<file path="src/rtl/key_pkg.sv">
// Shared definitions for the push-button debouncer: FSM state encoding,
// default board timing and the millisecond-to-clock-cycle conversion.
package key_pkg;

  typedef enum logic [1:0] {
    IDLE         = 2'd0,
    PRESS_WAIT   = 2'd1,
    PRESSED      = 2'd2,
    RELEASE_WAIT = 2'd3
  } key_state_t;

  localparam int DEF_CLK_HZ        = 50_000_000;
  localparam int DEF_DEBOUNCE_MS   = 20;
  localparam int DEF_LONG_PRESS_MS = 1000;

  // Divide first so 50 MHz * 1000 ms still fits in a 32-bit int.
  function automatic int ms_to_cyc(input int clk_hz, input int ms);
    return (clk_hz / 1000) * ms;
  endfunction

endpackage

</file>
<file path="src/rtl/sync_2ff.sv">
// Two-flop synchroniser for asynchronous board inputs; the reset value lets
// each input start at its idle level so no false edge follows reset.
module sync_2ff #(
  parameter int               WIDTH   = 1,
  parameter logic [WIDTH-1:0] RST_VAL = '0
) (
  input  logic             clk_sys,
  input  logic             rst_b,
  input  logic [WIDTH-1:0] d,
  output logic [WIDTH-1:0] q
);

  logic [WIDTH-1:0] meta;

  always_ff @(posedge clk_sys or negedge rst_b) begin
    if (!rst_b) begin
      meta <= RST_VAL;
      q    <= RST_VAL;
    end else begin
      meta <= d;
      q    <= meta;
    end
  end

endmodule

</file>
<file path="src/rtl/key_debouncer.sv">
// Push-button front end: synchronise, debounce, and emit press/release/long-press
// pulses plus a press-toggled flag.
//
//   state        | meaning
//   IDLE         | stable released
//   PRESS_WAIT   | press seen, waiting DEB_CYC stable cycles
//   PRESSED      | stable pressed
//   RELEASE_WAIT | release seen, waiting DEB_CYC stable cycles
module key_debouncer
  import key_pkg::*;
#(
  parameter int CLK_HZ        = DEF_CLK_HZ,
  parameter int DEBOUNCE_MS   = DEF_DEBOUNCE_MS,
  parameter int LONG_PRESS_MS = DEF_LONG_PRESS_MS,
  parameter bit ACTIVE_LOW    = 1'b1
) (
  input  logic CLOCK_50,
  input  logic RESET_N,
  input  logic KEY_IN,
  output logic KEY_LEVEL,
  output logic PRESS_PULSE,
  output logic RELEASE_PULSE,
  output logic LONG_PULSE,
  output logic TOGGLE
);

  localparam int DEB_CYC  = ms_to_cyc(CLK_HZ, DEBOUNCE_MS);
  localparam int LONG_CYC = ms_to_cyc(CLK_HZ, LONG_PRESS_MS);
  localparam int DEB_W    = $clog2(DEB_CYC + 1);
  localparam int LONG_W   = $clog2(LONG_CYC + 1);

  localparam logic [DEB_W-1:0]  DEB_LAST = DEB_W'(DEB_CYC - 1);
  localparam logic [LONG_W-1:0] LONG_MAX = LONG_W'(LONG_CYC);

  logic              key_sync;
  logic              key_s;
  key_state_t        state, state_nxt;
  logic [DEB_W-1:0]  deb_cnt, deb_cnt_nxt;
  logic [LONG_W-1:0] hold_cnt;
  logic              press_evt;
  logic              release_evt;

  sync_2ff #(
    .WIDTH   (1),
    .RST_VAL (ACTIVE_LOW ? 1'b1 : 1'b0)
  ) u_sync (
    .clk_sys (CLOCK_50),
    .rst_b   (RESET_N),
    .d       (KEY_IN),
    .q       (key_sync)
  );

  assign key_s = ACTIVE_LOW ? ~key_sync : key_sync;

  // The cycle that detects the change only opens the window; DEB_CYC further
  // stable samples are then required inside the WAIT state.
  always_comb begin
    state_nxt   = state;
    deb_cnt_nxt = deb_cnt;
    case (state)
      IDLE: begin
        if (key_s) begin
          state_nxt   = PRESS_WAIT;
          deb_cnt_nxt = '0;
        end
      end
      PRESS_WAIT: begin
        if (!key_s) begin
          state_nxt   = IDLE;
          deb_cnt_nxt = '0;
        end else if (deb_cnt == DEB_LAST) begin
          state_nxt   = PRESSED;
          deb_cnt_nxt = '0;
        end else begin
          deb_cnt_nxt = deb_cnt + DEB_W'(1);
        end
      end
      PRESSED: begin
        if (!key_s) begin
          state_nxt   = RELEASE_WAIT;
          deb_cnt_nxt = '0;
        end
      end
      RELEASE_WAIT: begin
        if (key_s) begin
          state_nxt   = PRESSED;
          deb_cnt_nxt = '0;
        end else if (deb_cnt == DEB_LAST) begin
          state_nxt   = IDLE;
          deb_cnt_nxt = '0;
        end else begin
          deb_cnt_nxt = deb_cnt + DEB_W'(1);
        end
      end
      default: begin
        state_nxt   = IDLE;
        deb_cnt_nxt = '0;
      end
    endcase
  end

  assign press_evt   = (state == PRESS_WAIT)   && (state_nxt == PRESSED);
  assign release_evt = (state == RELEASE_WAIT) && (state_nxt == IDLE);

  always_ff @(posedge CLOCK_50 or negedge RESET_N) begin
    if (!RESET_N) begin
      state         <= IDLE;
      deb_cnt       <= '0;
      hold_cnt      <= '0;
      KEY_LEVEL     <= 1'b0;
      PRESS_PULSE   <= 1'b0;
      RELEASE_PULSE <= 1'b0;
      LONG_PULSE    <= 1'b0;
      TOGGLE        <= 1'b0;
    end else begin
      state         <= state_nxt;
      deb_cnt       <= deb_cnt_nxt;
      KEY_LEVEL     <= (state_nxt == PRESSED) || (state_nxt == RELEASE_WAIT);
      PRESS_PULSE   <= press_evt;
      RELEASE_PULSE <= release_evt;
      if (press_evt) begin
        TOGGLE <= ~TOGGLE;
      end
      // Hold count keeps running through release bounces; saturation stops repeats.
      if (press_evt) begin
        hold_cnt <= '0;
      end else if (KEY_LEVEL && (hold_cnt != LONG_MAX)) begin
        hold_cnt <= hold_cnt + LONG_W'(1);
      end
      LONG_PULSE <= !press_evt && KEY_LEVEL && (hold_cnt == LONG_MAX - LONG_W'(1));
    end
  end

endmodule
</file>
<file path="config.mk">
export PLATFORM = sky130hd
export DESIGN_NAME = key_debouncer
export DESIGN_NICKNAME = d
export VERILOG_FILES = /design/src/rtl/key_pkg.sv /design/src/rtl/sync_2ff.sv /design/src/rtl/key_debouncer.sv
export SDC_FILE = /design/constraint.sdc
export NUM_CORES = 1
export LEC_CHECK = 0
export ABC_AREA = 1
export CAP_MARGIN = 25
export CORE_MARGIN = 4
export CORE_UTILIZATION = 64
export CTS_BUF_LIST = sky130_fd_sc_hd__clkbuf_8
export DETAILED_ROUTE_END_ITERATION = 7
export PLACE_DENSITY_LB_ADDON = 0.25
export SYNTH_ARGS = -nofsm -noshare
export SYNTH_HDL_FRONTEND = slang
export SYNTH_SLANG_ARGS = --single-unit
</file>
<file path="constraint.sdc">
create_clock -name CLOCK_50 -period 1.9 [get_ports CLOCK_50]
set_input_delay 0.19 -clock CLOCK_50 [delete_from_list [all_inputs] [get_ports CLOCK_50]]
set_output_delay 0.19 -clock CLOCK_50 [all_outputs]
set_load 0.01 [all_outputs]
</file>
* Yosys cells after proc, flatten, opt, wreduce, memory -nomap -nowiden *
Cells that the tools add are included.

cells by class
  bitwise gates (word level) = 1
  $add $sub $neg = 2
  eq/ne operators = 10
  reduce and logical (&&, ||, !) cells = 11
  mux-type cells = 15

operators by type and width
  operator                                                                 count
  20-bit two-way mux                                                       5
  20-bit case mux with 4 select lines                                      1
  26-bit two-way mux                                                       2
  26-bit by 1-bit adder with 26-bit output, second input constant          1
  26-bit equality test, second input constant                              1
  26-bit inequality test, second input constant                            1
  20-bit by 1-bit adder with 20-bit output, second input constant          1
  20-bit equality test, second input constant                              1
  2-bit two-way mux                                                        6
  2-bit equality test, second input constant                               4
  2-bit case mux with 4 select lines                                       1
  1-bit logical AND                                                        5
  2-bit logical NOT                                                        2
  2-bit by 1-bit equality test with 1-bit output, second input constant    1
  2-bit by 1-bit inequality test with 1-bit output, second input constant  1
  2-bit inequality test, second input constant                             1
  2-bit AND reduction                                                      1
  2-bit nonzero test                                                       1
  1-bit logical NOT                                                        1
  1-bit logical OR                                                         1
  1-bit NOT                                                                1

storage, ports and cells
  input port bits = 3
  flip-flop bits (word level) = 55
  logic and storage cells = 49
  output and inout port bits = 5

* Logic depth before layout (Yosys ltp) *
Gate-level depths: netlist of the first run.

  depth in word-level cells = 9
  mapped depth = 11
  gate-level depth less buffers = 10

* Modules after synthesis *
Synthesis of the first run repeated with hierarchy kept, for this count alone.

unflattened totals
  cell total of the unflattened synthesis = 549
  area total of the unflattened synthesis = 3777.4 um^2

modules (own cells, without submodules)
  module         area an instance (um^2)  cells an instance  times used  sequential area each (um^2)
  key_debouncer  3724.8                   547                1           1326.3
  sync_2ff       52.6                     2                  1           52.6

* Worst setup path after synthesis of the first run *
Ideal clock, no wire load.

  path type = register -> register
  from = register deb_cnt[0]
  to = register hold_cnt[13]
  buffers on the path = 1
  clock period less this slack = 1588 ps
  data arrival time = 1471 ps
  data required time = 1782 ps
  library setup time = 118 ps
  slack = 312 ps
  cell stages (with the launch flop) = 10
  cell sequence = dfrtp_1 ha_1 nand3_1 nor3_1 nand3_1 nand2_1 nand3_2 buf_1 nand3_1 nand2_1

between the ends
  longest elaborated chain between the ends = 7
  elaborated cells between the ends (all ways) = 10
  those cells by class = 2 x eq/ne; 6 x mux; 2 x reduce/logical

RTL lines
  what                                                             line                                      source
  start, declared                                                  key_debouncer.sv:38                       logic [DEB_W-1:0] deb_cnt, deb_cnt_nxt;
  start signal, assigned                                           key_debouncer.sv:117                      deb_cnt <= deb_cnt_nxt;
  20-bit equality test *                                           key_debouncer.sv:71, key_debouncer.sv:88
  2-bit two-way mux, on equally long branches                      key_debouncer.sv:88, key_debouncer.sv:71
  2-bit two-way mux, on equally long branches                      key_debouncer.sv:85, key_debouncer.sv:68
  2-bit case mux with 4 select lines *                             key_debouncer.sv:60                       case (state)
  2-bit equality test *                                            key_debouncer.sv:102                      assign press_evt = (state == PRESS_WAIT) && (state_nxt == PRESSED);
  1-bit logical AND *                                              key_debouncer.sv:102
  26-bit two-way mux / 2-bit nonzero test (equally long branches)  -
  end signal, assigned                                             key_debouncer.sv:128                      hold_cnt <= hold_cnt + LONG_W'(1);
  end, declared                                                    key_debouncer.sv:39                       logic [LONG_W-1:0] hold_cnt;

Every way passes the cells marked *; elsewhere a longest branch is shown, timed or not.
A chain may end at the register's enable or synchronous reset.

* Final worst setup path of the first run *
  from = register deb_cnt[0]
  to = register deb_cnt[12]

between the ends
  longest elaborated chain between the ends = 4
  elaborated cells between the ends (all ways) = 6
  those cells by class = 1 x add/sub; 1 x eq/ne; 4 x mux

RTL lines
  what                                                                                     line
  20-bit by 1-bit adder with 20-bit output / 20-bit equality test (equally long branches)  -
  20-bit two-way mux *                                                                     key_debouncer.sv:71, key_debouncer.sv:88
  20-bit two-way mux, on equally long branches                                             key_debouncer.sv:85, key_debouncer.sv:68
  20-bit case mux with 4 select lines *                                                    key_debouncer.sv:60

Marked as above.

==> results.cfg, run 1 <==
[run_status]
outcome = complete, no violations

[floorplan]
num_rows = 26
die_area_um2 = 6700
die_w_um = 81.9
coreArea_um2 = 5200
start_util = 0.671
ios = 8
die_h_um = 81.9

[timing]
fmax_mhz = 564
setup_viol = 0
slew_violations = 0
fin_tns_setup_ps = 0
hold_violations = 0
clock_skew_ps = 3.34
worst_slack_ps = 127
fin_crit_sh = 0.933
slew_headroom = 0.731
tightestPinTransition_ps = 400
period_minus_slack_ps = 1770

[detailed_routing]
viasPerCell = 5.68
route.met2.wl_um = 3420
m1WireLength_um = 4030
drc = 0
drt-pass1-iter-count = 5
vias = 3467
top_layer_used = met4
wire_per_inst_um = 13.8
antenna_left = 0
met3WireLength_um = 907
drt_iter0_drc = 463
drt-total-wl_um = 8430

[global_route]
grt_start_max_net_pins = 56
antenna_found_initial = 0
grt_pass1_wl_um = 14500
grt_usage = 0.278
overflow = 0
grt_pass1_vias = 3092

[worst_hold_path]
hp-start = KEY_IN
hold_path_class = primary input to flip-flop
worstHoldPathCells = 1
timing.hold.worst_endpoint = u_sync.meta

[yosys]
synth_cell_types = 34
ys.warnings.count = 0
yosysTopAreaCell = dfrtp_1
ys_ff_latch = 55
yosysSeqAreaShare = 0.395
syn_area_per_cell_um2 = 6.78
synth_fp_nets = 521
synth.area.top_cells = dfrtp_1, nand2_1, nand3_1
synth_area_um2 = 3490
yosysTopAreaCellShare = 0.380
syn_inst = 515

[clock_network]
cts-buffers-inserted = 5
cts_tree = yes
clock_path_buffers = 2
clk_pin_slew_ps = 90
h-tree-depth = 2
cts_setup_buffers = 0
clkSinkCount = 55
insertion_delay_ps = 300
cts-root-buf = clkbuf_8

[worst_setup_path]
start_kind = flip-flop
cp-end-kind = flip-flop
ff2ff_setup_slack_ps = 130
rr_endpoint = deb_cnt[12]
cp_max_fo = 6
cp.required_ps = 2150
path_class = flip-flop to flip-flop
rr_startpoint = deb_cnt[0]
cp.arrival_ps = 2020
worst_r2r_path_depth = 9

[pwr]
power.leakage_nw = 1.90
p_clk_frac = 0.329
power_frac_seq = 0.633
p_sw_frac = 0.226
irDropWorstVdd_v = 0.000325
power_density_nw_per_um2 = 486
switchingPower_uw = 424
p_comb_frac = 0.038
p_int_mw = 1.45

[final_layout]
fin_area_um2 = 3850
drive_above_1_share = 0.0796
antenna_cells = 0
most-common-layout-cells = nand2_1, inv_1, nand3_1
area.growth.synth_to_final_pct = 10.2
layout.nets = 545
layout_commonest_cell = nand2_1

[place]
placed_area_um2 = 3740
post-place-ws_ps = 52.1
dp_hpwl_um = 6180
place.gp.congestion = 1.00
portBuffers = 7

[flow_run]
drv_cap = 0
[layout make-up]
type	instances	area (µm²)
Tap cell	70	87.6
Fill cell	422	1360
Clock inverter	3	12.5
Inverter	75	282
Multi-Input combinational cell	375	1780
Timing Repair Buffer	27	243
Sequential cell	55	1380
Clock buffer	5	68.8
[logic make-up after synthesis]
group                    count (synthesis)  share of synthesized area
adder cells (fa/ha/maj)                  3                     0.0107
AND/OR/NAND/NOR                        328                      0.409
buffers and inverters                   85                      0.101
AO/OA/AOI/OAI                           29                     0.0462
XOR/XNOR                                15                     0.0376
flip-flops                              55                      0.395
[per-layer routing]
metal / track usage / vias up
met4: 0.0548 / 0
met2: 0.389 / 184
li1: - / 1688
met1: 0.434 / 1582
met5: 0 / -
met3: 0.0669 / 13
[critical path, stage by stage (launching register included)]
cell and delay (ps):
dfrtp_1 400, ha_1 250, nand3_2 170, nor2_2 150, nand2_1 170, nor2_4 160
inv_1 60, o21ai_0 180, o211ai_1 120, nand2_1 60
[through the flow]
step / util / power [mW] / hold slack (ps) / instances
after global routing: 0.740 / 1.95 / 286 / 610
after global placement: 0.719 / 1.28 / 210 / 601
after CTS: 0.736 / 1.89 / 284 / 610
after floorplan: - / 1.23 / -106 / 515
final: 0.740 / 1.87 / 284 / 610
after detailed placement: 0.719 / 1.28 / 210 / 601
[power groups by stage]
stage / Clock (mW) / Sequential (mW) / Combinational (mW)
4_1_cts: 0.629 / 1.18 / 0.0721
5_1_grt: 0.686 / 1.19 / 0.0807
3_5_place_dp: 0 / 1.21 / 0.0698
6_report: 0.616 / 1.19 / 0.0711
3_3_place_gp: 0 / 1.21 / 0.0699
2_1_floorplan: 0 / 1.21 / 0.0244
[Yosys cell counts]
| library cell | instances |
|---|---|
| nand4_1 | 13 |
| xor2_1 | 13 |
| xnor2_1 | 2 |
| inv_1 | 73 |
| a21oi_1 | 3 |
| o21ai_0 | 17 |
| o22ai_1 | 4 |
| o21bai_1 | 1 |
| o211ai_1 | 2 |
| nand3_2 | 1 |
| inv_2 | 1 |
| and3_1 | 1 |
| nor3_1 | 14 |
| buf_1 | 1 |
| a31oi_1 | 1 |
| nand3b_1 | 1 |
| buf_6 | 1 |
| nor4_1 | 3 |
| nand2_4 | 1 |
| buf_2 | 4 |
| nor3_2 | 1 |
| clkinv_1 | 1 |
| nand3_1 | 73 |
| a21o_1 | 1 |
| clkbuf_1 | 2 |
| nand2_2 | 1 |
| ha_1 | 3 |
| nor2_1 | 70 |
| nor2_2 | 5 |
| dfrtp_1 | 53 |
| dfstp_2 | 2 |
| nand4_2 | 1 |
| buf_8 | 2 |
| nand2_1 | 143 |
[repair_timing]
action | 4_1_cts | 5_1_grt
hold buffers | 1 | 0
gates resized for setup | 0 | 5
endpoints found under the setup margin | 0 | 8
endpoints found under the hold margin | 53 | 0
[state kept, by name, summed over array words and instances, names as in the netlist]
name and flops:
hold_cnt 26, PRESS_PULSE 1, RELEASE_PULSE 1, deb_cnt 20, state 2, TOGGLE 1, LONG_PULSE 1, u_sync.q 1
KEY_LEVEL 1, u_sync.meta 1
[worst max path at each step]
stage	from	to	slack (ps)
after floorplan	deb_cnt[0]	hold_cnt[13]	310
after global placement	deb_cnt[0]	deb_cnt[12]	170
after detailed placement	deb_cnt[0]	deb_cnt[12]	50
after CTS	deb_cnt[0]	deb_cnt[12]	40
after global routing	deb_cnt[0]	deb_cnt[12]	-7
final	deb_cnt[0]	deb_cnt[12]	130
(Power assumes the default switching activity.)
==> run 2, diff against run 1 <==
--- a/config.mk
+++ b/config.mk
@@ -8,7 +8,7 @@
 export ABC_AREA = 1
 export CAP_MARGIN = 25
 export CORE_MARGIN = 4
-export CORE_UTILIZATION = 64
+export CORE_UTILIZATION = 40
 export CTS_BUF_LIST = sky130_fd_sc_hd__clkbuf_8
 export DETAILED_ROUTE_END_ITERATION = 7
 export PLACE_DENSITY_LB_ADDON = 0.25
==> run 2 against run 1 <==
- critical path depth did not move
- setup slack improved by 18 ps
- first-iteration DRC count fell by 54%
- final cell count rose by 5.4%
- via count fell by 5.3%
- sequential power barely moved
- register-to-register slack improved by 20 ps
- wire length rose by 2.0%
- largest cell class unchanged
==> results.cfg, run 2 (synthesis results as in run 1) <==
[run_status]
outcome = complete, no violations

[final_layout]
drive_above_1_share = 0.0781
fillCellCount = 874
layout_commonest_cell = nand2_1
fin_area_um2 = 3900
multi_input_area_um2 = 1780
layout.nets = 543
seq_area_um2 = 1380
area.growth.synth_to_final_pct = 11.6
reg.largest.list = hold_cnt x26, deb_cnt x20, state x2
top_register = hold_cnt
most-common-layout-cells = nand2_1, inv_1, nand3_1
antenna_cells = 0
final_core_util = 0.468
largest_register_ffs = 26

[global_route]
antenna_found_initial = 0
grt_start_max_net_pins = 31
grt_pass1_wl_um = 15400
overflow = 0
grt_pass1_vias = 3245
grt_usage = 0.184

[timing]
clock_skew_ps = 6.60
tightestPinTransition_ps = 492
fmax_mhz = 570
slew_headroom = 0.669
period_minus_slack_ps = 1750
hold_violations = 0
setup_viol = 0
slew_violations = 0
fin_crit_sh = 0.923

[detailed_routing]
wire_per_inst_um = 13.4
vias = 3282
drt_iter0_drc = 215
drt-pass1-iter-count = 5
viasPerCell = 5.10
drt-total-wl_um = 8600
drc = 0
antenna_left = 0

[place]
placed_area_um2 = 3760
dp_hpwl_um = 6550
portBuffers = 7
place.gp.congestion = 0.922

[clock_network]
clkSinkCount = 55
clock_path_buffers = 2
cts-buffers-inserted = 5
cts_setup_buffers = 0
insertion_delay_ps = 310
cts_tree = yes
clk_pin_slew_ps = 100
cts-root-buf = clkbuf_8
h-tree-depth = 2

[worst_setup_path]
cp.arrival_ps = 1960
cp-end-kind = flip-flop
start_kind = flip-flop
cp.required_ps = 2100
path_class = flip-flop to flip-flop
cp_max_fo = 6

[floorplan]
ios = 8
start_util = 0.419
die_h_um = 101
die_area_um2 = 10300
num_rows = 33
coreArea_um2 = 8340
die_w_um = 101

[pwr]
irDropWorstVdd_v = 0.000339
power.leakage_nw = 1.90
power_density_nw_per_um2 = 530

[flow_run]
drv_cap = 0

[worst_hold_path]
hold_path_class = primary input to flip-flop
-- run 2: cell types whose count changed in the layout (fill, tap and decap cells not counted), sizes merged --
cell	before	now
buf	20	18
bufinv	0	1
clkbuf	5	6
inv	76	74
-- run 2: layout make-up --
class                   count  area share
inverters                  75      0.0722
flip-flops and latches     55       0.354
well taps                 105      0.0337
repair buffers             25      0.0552
clock inverters             2     0.00898
clock buffers               6      0.0212
multi-input cells         375       0.455
-- run 2: critical path, stage by stage, from the launching register on --
cell and delay, ps:
dfrtp_1 410, ha_1 210, nand3_2 150, nor2_1 210
nand2_2 130, nor2_1 180, nand3_1 90, nand2_1 60
nand3_1 60, o21ai_0 130
-- run 2: path summary, 6_finish.rpt --
kind                            cells past startpoint      endpoint  slack [ps]   startpoint
worst min register to register                      0      u_sync.q         360  u_sync.meta
worst max register to register                      9   deb_cnt[16]         150   deb_cnt[0]
max in group asynchronous                           3   hold_cnt[6]        1160      RESET_N
worst max-delay path                                9   deb_cnt[16]         150   deb_cnt[0]
min in group asynchronous                           3  hold_cnt[18]         420      RESET_N
worst min-delay path                                1   u_sync.meta         280       KEY_IN
-- run 2: per-stage QoR --
step                      hold WS [ps]  cells  setup TNS (ps)  setup WS [ps]  total power, mW
after floorplan                   -106    515               0            312             1.23
after global placement             233    634               0            166             1.28
after detailed placement           234    634               0           48.5             1.28
after CTS                          272    643               0           26.5             2.11
after global routing               263    643           -3.69          -3.69             2.16
final                              280    643               0            145             2.07
-- run 2: power by group --
| group | switching [mW] | internal, mW |
|---|---|---|
| Clock | 0.386 | 0.427 |
| Sequential | 0.00658 | 1.18 |
| Combinational | 0.0517 | 0.0179 |
-- run 2: per-layer routing --
metal,track usage,share of wire,wire length [µm]
met5,0,0,0
met4,0.0429,0.010,86
met3,0.0248,0.040,346
met2,0.297,0.45,3870
met1,0.263,0.50,4290
-- run 2: repair_timing --
| item | 4_1_cts | 5_1_grt |
|---|---|---|
| setup endpoints to repair | 0 | 23 |
| gates resized for setup | 0 | 4 |
| hold buffers | 1 | 0 |
| hold endpoints to repair | 53 | 0 |
